===== src/rtl/vit_chan_sched.sv =====
// vit_chan_sched: round-robin frame scheduler sharing one Viterbi decoder core among NCH channels.
// A frame ends on N decoded bits (DONE), or on sync error, symbol underrun or watchdog expiry (ABORT).
module vit_chan_sched #(
    parameter int NCH = 4,
    parameter int CW  = 2,
    parameter int N   = 256,
    parameter int TMO = 1023
) (
    input  logic             clock,
    input  logic             reset,
    input  logic [NCH-1:0]   req,
    input  logic [2*NCH-1:0] sym_in,
    input  logic [NCH-1:0]   sym_vld,
    output logic [NCH-1:0]   sym_rdy,
    output logic [NCH-1:0]   gnt,
    output logic             busy,
    output logic             core_reset,
    output logic             core_seq_ready,
    output logic [1:0]       core_sym,
    input  logic             core_le,
    input  logic             core_oe,
    input  logic             core_dx,
    input  logic             core_sync_error,
    output logic             dec_bit,
    output logic             dec_vld,
    output logic [CW-1:0]    dec_chan,
    output logic             frame_done,
    output logic             frame_err
);
    localparam int OW = $clog2(N + 1);
    localparam int WW = $clog2(TMO + 1);

    typedef enum logic [2:0] {IDLE, GRANT, START, RUN, DONE, ABORT} state_t;

    state_t          state_q, state_d;
    logic [CW-1:0]   last_q, last_d, cur_q, cur_d, dec_chan_q, dec_chan_d, pick, idx;
    logic [OW-1:0]   out_cnt_q, out_cnt_d;
    logic [WW-1:0]   wdog_q, wdog_d;
    logic [NCH-1:0]  gnt_q, gnt_d;
    logic            busy_q, busy_d, core_reset_q, core_reset_d, seq_ready_q, seq_ready_d;
    logic            dec_bit_q, dec_bit_d, dec_vld_q, dec_vld_d;
    logic            frame_done_q, frame_done_d, frame_err_q, frame_err_d;
    logic            run, oe_run, abort;

    // Walk downward so the channel right after last is the final (winning) assignment.
    always_comb begin
        pick = cur_q;
        idx  = '0;
        for (int k = NCH; k >= 1; k--) begin
            idx = CW'((int'(last_q) + k) % NCH);
            if (req[idx]) pick = idx;
        end
    end

    assign run    = state_q == RUN;
    assign oe_run = run && core_oe;
    // Watchdog fires on the edge where the idle count would reach TMO.
    assign abort  = core_sync_error || (core_le && !sym_vld[cur_q]) ||
                    (!core_oe && wdog_q == WW'(TMO - 1));

    always_comb begin
        state_d    = state_q;
        cur_d      = cur_q;
        last_d     = last_q;
        out_cnt_d  = out_cnt_q;
        wdog_d     = wdog_q;
        gnt_d      = gnt_q;
        dec_vld_d  = oe_run;
        dec_bit_d  = oe_run ? core_dx : dec_bit_q;
        dec_chan_d = oe_run ? cur_q : dec_chan_q;
        case (state_q)
            IDLE: begin
                if (|req) begin
                    cur_d   = pick;
                    state_d = GRANT;
                end
            end
            GRANT: begin
                gnt_d     = NCH'(1) << cur_q;
                out_cnt_d = '0;
                wdog_d    = '0;
                state_d   = START;
            end
            START: state_d = RUN;
            RUN: begin
                out_cnt_d = out_cnt_q + OW'(core_oe);
                wdog_d    = core_oe ? '0 : wdog_q + WW'(1);
                state_d   = abort ? ABORT : (core_oe && out_cnt_q == OW'(N - 1)) ? DONE : RUN;
            end
            DONE, ABORT: begin
                gnt_d   = '0;
                last_d  = cur_q;
                state_d = IDLE;
            end
            default: state_d = IDLE;
        endcase
        busy_d       = state_d != IDLE;
        core_reset_d = state_d == GRANT || state_d == ABORT;
        seq_ready_d  = state_d == START;
        frame_done_d = state_d == DONE;
        frame_err_d  = state_d == ABORT;
    end

    always_ff @(posedge clock or posedge reset) begin
        if (reset) begin
            state_q      <= IDLE;
            last_q       <= CW'(NCH - 1);
            cur_q        <= '0;
            out_cnt_q    <= '0;
            wdog_q       <= '0;
            gnt_q        <= '0;
            busy_q       <= 1'b0;
            core_reset_q <= 1'b0;
            seq_ready_q  <= 1'b0;
            dec_bit_q    <= 1'b0;
            dec_vld_q    <= 1'b0;
            dec_chan_q   <= '0;
            frame_done_q <= 1'b0;
            frame_err_q  <= 1'b0;
        end else begin
            state_q      <= state_d;
            last_q       <= last_d;
            cur_q        <= cur_d;
            out_cnt_q    <= out_cnt_d;
            wdog_q       <= wdog_d;
            gnt_q        <= gnt_d;
            busy_q       <= busy_d;
            core_reset_q <= core_reset_d;
            seq_ready_q  <= seq_ready_d;
            dec_bit_q    <= dec_bit_d;
            dec_vld_q    <= dec_vld_d;
            dec_chan_q   <= dec_chan_d;
            frame_done_q <= frame_done_d;
            frame_err_q  <= frame_err_d;
        end
    end

    assign sym_rdy        = (run && core_le && sym_vld[cur_q]) ? NCH'(1) << cur_q : '0;
    assign core_sym       = sym_in[{cur_q, 1'b0} +: 2];
    assign gnt            = gnt_q;
    assign busy           = busy_q;
    assign core_reset     = core_reset_q;
    assign core_seq_ready = seq_ready_q;
    assign dec_bit        = dec_bit_q;
    assign dec_vld        = dec_vld_q;
    assign dec_chan       = dec_chan_q;
    assign frame_done     = frame_done_q;
    assign frame_err      = frame_err_q;
endmodule


===== config.mk =====
export PLATFORM = sky130hd
export DESIGN_NAME = vit_chan_sched
export DESIGN_NICKNAME = d
export VERILOG_FILES = /design/src/rtl/vit_chan_sched.sv
export SDC_FILE = /design/constraint.sdc
export NUM_CORES = 1
export LEC_CHECK = 0
export BUFFER_PORTS_ARGS = -buffer_cell sky130_fd_sc_hd__buf_2
export CORE_MARGIN = 8
export CORE_UTILIZATION = 36
export DETAILED_ROUTE_END_ITERATION = 16
export SETUP_SLACK_MARGIN = 0.3
export SLEW_MARGIN = 20
export SYNTH_ARGS = -nofsm -noshare
export SYNTH_HDL_FRONTEND = slang
export SYNTH_SLANG_ARGS = --single-unit
export TNS_END_PERCENT = 50

===== constraint.sdc =====
create_clock -name clock -period 2.2 [get_ports clock]
set_input_delay 0.55 -clock clock [delete_from_list [all_inputs] [get_ports clock]]
set_output_delay 0.55 -clock clock [all_outputs]
set_load 0.02 [all_outputs]

==> out/results.ini, run 1 <==
[clock_tree]
clkLatencyLatePin_ns = 0.29
cts.sinks = 39
clock_path_buffers = 2
clk_pin_slew_ns = 0.08
root_buffer = clkbuf_8
cts_buffers = 5
cts-hold-fix-buffers = 0
cts_htree_levels = 2
cts_tree = built

[routing]
drt_iter0_drc = 89
vias_per_cell = 5.19
routed_wl_um = 4650
num_vias = 1702
route.detailed.drc = 0
wl_per_cell_um = 14.2
ant_nets = 0
drt_pass1_iterations = 4

[finish]
final_common_cell = buf_2
drive_gt1_frac = 0.285
final.fill_count = 540
finalNetCount = 281
final_util = 0.453
n_antenna_cell = 0
multi_input_area_um2 = 978
syn_to_final_growth_pct = 21.7
regArea_um2 = 982
design_area_um2 = 2480
layout_common_cells = 36 x buf_2, 34 x dfrtp_1, 31 x o21ai_0

[timing]
setup_viol = 0
worst_pin_slew_ns = 0.606
setup_ws_ns = 0.246
fin_skew_ns = 0.00926
rsz0062_at_grt = true
finalCritPeriodShare = 0.888
max_freq_ghz = 0.512
max_slew_margin = 0.592
hold_violations = 0
final-max-slew-violation-count = 0
period_minus_slack_ns = 1.95
finalSetupTns_ns = 0

[logic_synthesis]
yosysWarnings = 0
synth_edf_count = 0
yosysUniqueCellTypes = 45
synthCells = 208
yosysSeqAreaShare = 0.481
ys.flop_type = dfrtp_1
muxShareOfSynthArea = 0.0547
syn_nets = 234
synth_top_area_share = 0.455
synth-seq-cells = 39
synth_top_family_by_area = simple AND/OR/NAND/NOR gates
ys_top_cells_by_area = dfrtp_1 45%, o21ai_0 7.6%, nand2_1 4.4%
synth_xor_xnor_area_share = 0.00430
synth-simple-area-share = 0.218
syn_area_per_cell_um2 = 9.79
synthAdderAreaFrac = 0.0246
syn_area_um2 = 2040
async_reset_ff_frac = 1.00
synth_compound_area_frac = 0.178
synth_area_leader_cell = dfrtp_1

[global_routing]
grt_pass1_wl_um = 8160
grt_max_degree = 40
antenna_found_initial = 0
grt_use_met1 = 0.141
overflow = 0
use_met2 = 0.192
track_usage = 0.119
grt_pass1_vias = 1739
gr-usage-met3 = 0.0403
grt_most_used_layer = met2

[setup_path]
cp-end-kind = primary output
r2r_setup_slack_ns = 0.42
critical_path_required_ns = 1.65
worstSetupPathType = reg -> out
cp.arrival_ns = 1.40
crit_fanout = 6
worstRegToRegCells = 7
timing.rr.end = wdog_q[8]$_DFFE_PP0P_
startpoint_type = flip-flop
crit-reg2reg-launch = state_q[2]$_DFF_PP0_

[place]
numPortBuffers = 40
gp_congestion = 0.793
postPlaceCellArea_um2 = 2310
post-place-ws_ns = 0.297
post-dp-hpwl_um = 3450

[floorplan]
ios = 41
placementRows = 27
die_w_um = 91.2
die_height_um = 91.2
initial_core_util = 0.372
core_area_um2 = 5470
die_area_um2 = 8320

[min_path]
hold_path_class = in -> async

[job]
max_cap_violations = 0

[pwr]
intPower_mw = 1.75
p_per_area_nw_per_um2 = 1180
netSwitchingFraction = 0.401
pwr-share-seq = 0.372
switchingPower_mw = 1.17
peakVddDrop_uv = 477
power_frac_comb = 0.442
leakage_nw = 1.17
clkPwrFrac = 0.185

[outcome]
status = finished clean

logic make-up after synthesis:
| kind of cell | count (synthesis) |
|---|---|
| muxes | 8 |
| DFF | 39 |
| and+or+nand+nor | 79 |
| buffers and inverters | 17 |
| AOI/OAI and AO/OA | 60 |
| xor gates and xnor gates | 1 |
| adders and majority gates | 4 |
cell usage after synthesis (2+ instances only):
library cell and n:
dfrtp_1 37, o21ai_0 31, nand2_1 24, nor2_1 11, a21oi_1 9, inv_1 8, and3_1 7, and4_1 5
clkbuf_1 5, mux2_2 5, nand3_1 5, nor2b_1 5, nor4_1 5, o31ai_1 5, ha_1 4, nand4_1 3
a21o_1 2, a22o_1 2, a22oi_1 2, a31oi_1 2, buf_2 2, buf_6 2, dfstp_2 2, mux4_2 2
nand2b_1 2, o221ai_1 2
stage by stage:
step	cells	total power, mW	hold slack, ns
after detailed placement	316	2.32	0.465
after CTS	328	2.97	0.380
after global placement	316	2.30	0.460
after global routing	328	3.17	0.414
final	328	2.93	0.366
after floorplan	208	1.97	0.444
how the worst max path moves through the flow:
stage,start,end,slack [ns],cells past startpoint
floorplan,state_q[1]$_DFF_PP0_,sym_rdy[2],0.42,5
global placement,req[1],cur_q[1]$_DFFE_PP0P_,0.38,4
detailed placement,req[1],cur_q[1]$_DFFE_PP0P_,0.30,4
CTS,cur_q[0]$_DFFE_PP0P_,core_sym[0],0.24,2
global route,cur_q[0]$_DFFE_PP0P_,core_sym[0],0.20,2
finish,cur_q[0]$_DFFE_PP0P_,core_sym[0],0.25,2
per-layer routing:
metal	part of all wire	vias to the layer above
li1	-	858
met1	0.48	794
met2	0.45	46
met3	0.053	4
met4	0.011	0
met5	0	-
power groups by stage:
stage	clock (mW)	sequential [mW]	combinational (mW)
floorplan	0	1.16	0.809
global placement	0	1.13	1.17
detailed placement	0	1.13	1.19
CTS	0.561	1.09	1.31
global route	0.591	1.13	1.45
finish	0.543	1.09	1.29
state kept, by name (all words and copies together), names as in the netlist, 2 cells and up:
signal and count:
wdog_q 10, out_cnt_q 9, gnt 4, state_q 3
cur_q 2, dec_chan 2, last_q 2
critical path, cell delays in order (launching register included):
cell	delay, ns
dfrtp_2	0.44
mux4_2	0.52
buf_6	0.15
final cells by class:
type,count,area share
sequential,39,0.396
timing repair buffer,49,0.118
multi-input combinational,152,0.395
tap,72,0.0364
clock buffer,7,0.0389
inverter,8,0.0121
clock inverter,1,0.00303
what timing repair did:
action | in CTS | in global routing
setup buffers | 4 | 0
gates resized for setup | 11 | 1
setup endpoints to repair | 6 | 9
pin swaps | 2 | 1
No activity file was read; power rests on OpenSTA's default activity.
==> run 2: changes to the inputs <==
Settings changed: CTS_BUF_LIST from default to sky130_fd_sc_hd__clkbuf_16.
==> run 2 against run 1 <==
  * Combinational power is essentially flat
  * Clock-buffer cell count shrank 2
  * Register-to-register slack gained 0.02 ns
  * Cell area grew 1.5%
  * Via count grew 0.65%
  * Hold slack gained 0.018 ns
  * Final cell count is the same
  * Non-clock buffer count is the same
  * Total power grew 5.3%
==> out/results.ini, run 2 (synthesis results as in run 1) <==
[setup_path]
cp.arrival_ns = 1.38
cp-end-kind = primary output
slowest_delay_ns = 0.52
crit_chain = mux4_2 -> buf_6
startpoint_type = flip-flop
critical_path_required_ns = 1.65
critPathTopFamily = multiplexers
crit_fanout = 6
slowest_stage = mux4_2
worstSetupPathType = reg -> out
crit_buf_inv = 1

[timing]
finalCritPeriodShare = 0.876
max_slew_margin = 0.595
hold_violations = 0
fin_skew_ns = 0.00350
setup_viol = 0
rsz0062_at_grt = true
setup_ws_ns = 0.272
finalSetupTns_ns = 0
final-max-slew-violation-count = 0
period_minus_slack_ns = 1.93
worst_pin_slew_ns = 0.603
max_freq_ghz = 0.519
fin_hold_ws_ns = 0.383

[clock_tree]
clock_path_buffers = 2
clk_pin_slew_ns = 0.06
cts_tree = built
root_buffer = clkbuf_16
cts.sinks = 39
cts_buffers = 5
clkLatencyLatePin_ns = 0.28
cts_htree_levels = 2
cts-hold-fix-buffers = 0

[routing]
wl_per_cell_um = 14.3
drt_pass1_iterations = 4
routed_wl_um = 4700
vias_per_cell = 5.22
route.detailed.drc = 0
ant_nets = 0
num_vias = 1713
drt_iter0_drc = 86

[finish]
final_common_cell = buf_2
stdcell_count = 328
drive_gt1_frac = 0.277
finalNetCount = 281
layout_common_cells = 36 x buf_2, 34 x dfrtp_1, 31 x o21ai_0
top_register = wdog_q
largest_reg_flops = 10
n_antenna_cell = 0
syn_to_final_growth_pct = 23.5
final.fill_count = 542

[place]
placedCellCount = 316
numPortBuffers = 40
post-place-ws_ns = 0.297
gp_congestion = 0.793
post-dp-hpwl_um = 3450

[pwr]
leakage_nw = 1.18
p_per_area_nw_per_um2 = 1230
peakVddDrop_uv = 497

[floorplan]
die_height_um = 91.2
initial_core_util = 0.372
die_area_um2 = 8320
placementRows = 27
ios = 41
core_area_um2 = 5470
die_w_um = 91.2

[global_routing]
track_usage = 0.121
antenna_found_initial = 0
grt_pass1_vias = 1723
grt_pass1_wl_um = 8200
grt_max_degree = 40
overflow = 0

[job]
max_cap_violations = 0

[outcome]
status = finished clean

[min_path]
hold_path_class = in -> async

## run 2: cell count changes in the layout (fill, tap and decap cells not counted), sizes merged
cell / change
clkinv: +2
clkbuf: -2
## run 2: stage by stage
step                 util  area (um^2)  power, mW
CTS                 0.459         2510       3.12
floorplan               -         2040       1.97
global placement    0.422         2310       2.30
global route        0.459         2510       3.33
finish              0.459         2510       3.08
detailed placement  0.422         2310       2.32
## run 2: per-layer routing
metal,up-vias,global-route usage,routed length [um]
met5,-,0,0
met4,0,0.0614,95
met3,6,0.0453,257
met2,44,0.193,2140
met1,803,0.140,2210
li1,860,-,-
## run 2: layout make-up
| class | instances | area, um^2 | area share |
|---|---|---|---|
| clock buffers | 5 | 125 | 0.0498 |
| clock inverters | 3 | 15.0 | 0.00597 |
| inverters | 8 | 30.0 | 0.0119 |
| multi-input cells | 152 | 978 | 0.389 |
| flip-flops and latches | 39 | 982 | 0.391 |
| well taps | 72 | 90.1 | 0.0358 |
| repair buffers | 49 | 293 | 0.116 |
## run 2: worst register-to-register path: cells and delay by family (launching register included)
family | cells | cell delay, ns
AOI/OAI and AO/OA | 3 | 0.27
and+or+nand+nor | 1 | 0.43
buffers and inverters | 3 | 0.60
DFF | 1 | 0.37
## run 2: worst paths after layout
check / startpoint / end / slack (ns) / cells after the start
worst max-delay path: cur_q[0]$_DFFE_PP0P_ / core_sym[0] / 0.27 / 2
worst min-delay path: reset / dec_vld$_DFF_PP0_ / 0.38 / 3
worst max register to register: state_q[2]$_DFF_PP0_ / wdog_q[8]$_DFFE_PP0P_ / 0.44 / 7
worst min register to register: dec_chan[0]$_DFFE_PP0P_ / dec_chan[0]$_DFFE_PP0P_ / 0.47 / 2
max in group asynchronous: reset / cur_q[0]$_DFFE_PP0P_ / 1.45 / 3
min in group clock: dec_chan[0]$_DFFE_PP0P_ / dec_chan[0]$_DFFE_PP0P_ / 0.47 / 2
## run 2: where the power goes
group / total (mW) / internal [mW] / switching (mW) / leakage, nW
logic: 1.30 / 0.539 / 0.759 / 0.612
registers: 1.09 / 0.932 / 0.162 / 0.504
clock network: 0.690 / 0.412 / 0.278 / 0.0649
total: 3.08 / 1.88 / 1.20 / 1.18
## run 2: what timing repair did
| item | CTS | global route |
|---|---|---|
| gates resized for setup | 11 | 1 |
| endpoints found under the setup margin | 6 | 9 |
| setup buffers | 4 | 0 |
| pin swaps | 2 | 1 |
==> run 3: changes to the inputs <==
Settings changed: BUFFER_PORTS_ARGS -buffer_cell sky130_fd_sc_hd__buf_2 to -buffer_cell sky130_fd_sc_hd__buf_4.
==> run 3 against run 2 <==
  * Via count rose by 1.9%
  * Critical path depth rose by 2
  * Combinational power rose by 8%
  * Clock-buffer cell count did not move
  * Sequential power barely moved
  * Clock skew rose by 0.0054 ns
  * Die area did not move
  * Setup slack got worse by 0.013 ns
  * Critical endpoint is now sym_rdy[2]
  * Highest routed layer unchanged
==> out/results.ini, run 3 (synthesis results as in run 1) <==
[outcome]
status = finished clean

[floorplan]
ios = 41
die_height_um = 91.2
die_w_um = 91.2
core_area_um2 = 5470
die_area_um2 = 8320
placementRows = 27
initial_core_util = 0.372

[setup_path]
cp-end-kind = primary output
critical_path_required_ns = 1.65
crit-reg2reg-launch = state_q[2]$_DFF_PP0_
worstRegToRegCells = 5
timing.rr.end = cur_q[0]$_DFFE_PP0P_
r2r_setup_slack_ns = 0.42
startpoint_type = flip-flop
crit_fanout = 4
cp.arrival_ns = 1.39
worstSetupPathType = reg -> out

[place]
gp_congestion = 0.807
post-dp-hpwl_um = 3460
numPortBuffers = 40

[clock_tree]
cts_htree_levels = 2
clock_path_buffers = 2
root_buffer = clkbuf_16
clk_pin_slew_ns = 0.06
cts_tree = built
cts.sinks = 39
cts_buffers = 5
clkLatencyLatePin_ns = 0.28

[min_path]
hold_path_class = in -> async

[pwr]
pwr-share-seq = 0.331
peakVddDrop_uv = 490
clkPwrFrac = 0.248
power_frac_comb = 0.422
switchingPower_mw = 1.24
leakage_nw = 1.23
intPower_mw = 2.09
p_per_area_nw_per_um2 = 1260
netSwitchingFraction = 0.373

[finish]
layout_common_cells = 46 x buf_4, 33 x dfrtp_1, 31 x o21ai_0
finalNetCount = 283
syn_to_final_growth_pct = 30.4
n_antenna_cell = 0
final_common_cell = buf_4
drive_gt1_frac = 0.302
top_register = wdog_q
largest_reg_flops = 10

[timing]
final-max-slew-violation-count = 0
fin_hold_ws_ns = 0.380
fin_skew_ns = 0.00888
worst_pin_slew_ns = 0.551
finalCritPeriodShare = 0.883
max_slew_margin = 0.633
hold_violations = 0
period_minus_slack_ns = 1.94
rsz0062_at_grt = true
setup_viol = 0
max_freq_ghz = 0.515
finalSetupTns_ns = 0

[global_routing]
grt_pass1_wl_um = 8560
grt_pass1_vias = 1749
track_usage = 0.124
overflow = 0
antenna_found_initial = 0
grt_max_degree = 40

[routing]
wl_per_cell_um = 14.7
drt_pass1_iterations = 4
num_vias = 1746
vias_per_cell = 5.29
routed_wl_um = 4860
drt_iter0_drc = 91
ant_nets = 0
route.detailed.drc = 0

[job]
max_cap_violations = 0

-- run 3: repair_timing --
item,CTS,global route
setup endpoints to repair,6,8
pin swaps,3,1
gates resized for setup,8,4
buffers inserted,5,1
hold buffers,0,0
-- run 3: worst max-delay path by stage --
stage / startpoint / endpoint / depth (start not counted)
3_5_place_dp: req[1] / cur_q[1]$_DFFE_PP0P_ / 4
2_1_floorplan: state_q[1]$_DFF_PP0_ / sym_rdy[2] / 5
4_1_cts: state_q[2]$_DFF_PP0_ / sym_rdy[2] / 4
6_report: state_q[2]$_DFF_PP0_ / sym_rdy[2] / 4
5_1_grt: state_q[2]$_DFF_PP0_ / sym_rdy[3] / 4
3_3_place_gp: sym_in[6] / core_sym[0] / 3
-- run 3: worst max-delay path: stages, from the launching register on --
cell	delay, ns
dfrtp_2	0.40
and3b_1	0.23
and2_4	0.16
and4_1	0.20
buf_6	0.12
-- run 3: metrics by stage --
stage	cell area, um^2	utilization	power, mW	setup WS [ns]	cells
floorplan	2040	-	1.97	0.423	208
global placement	2410	0.441	2.38	0.372	316
detailed placement	2410	0.441	2.40	0.370	316
CTS	2640	0.482	3.33	0.254	329
global route	2660	0.485	3.56	0.208	330
finish	2660	0.485	3.33	0.258	330
-- run 3: power groups by stage --
| stage | registers [mW] | logic, mW | clock network, mW |
|---|---|---|---|
| detailed placement | 1.15 | 1.25 | 0 |
| global route | 1.14 | 1.56 | 0.867 |
| finish | 1.10 | 1.41 | 0.825 |
| CTS | 1.10 | 1.38 | 0.844 |
| global placement | 1.15 | 1.23 | 0 |
| floorplan | 1.16 | 0.809 | 0 |
-- run 3: per-layer routing --
layer  track usage  share of wire  wire [um]
met1         0.157           0.48       2350
met5             0              0          0
met3        0.0354          0.053        256
met4        0.0532          0.015         75
met2         0.193           0.45       2170
-- run 3: cell type report --
class / count / area, um^2
clock buffers: 5 / 125
clock inverters: 3 / 43.8
fillers: 542 / 2820
inverters: 8 / 30.0
multi-input cells: 152 / 981
flip-flops and latches: 39 / 983
well taps: 72 / 90.1
repair buffers: 51 / 402
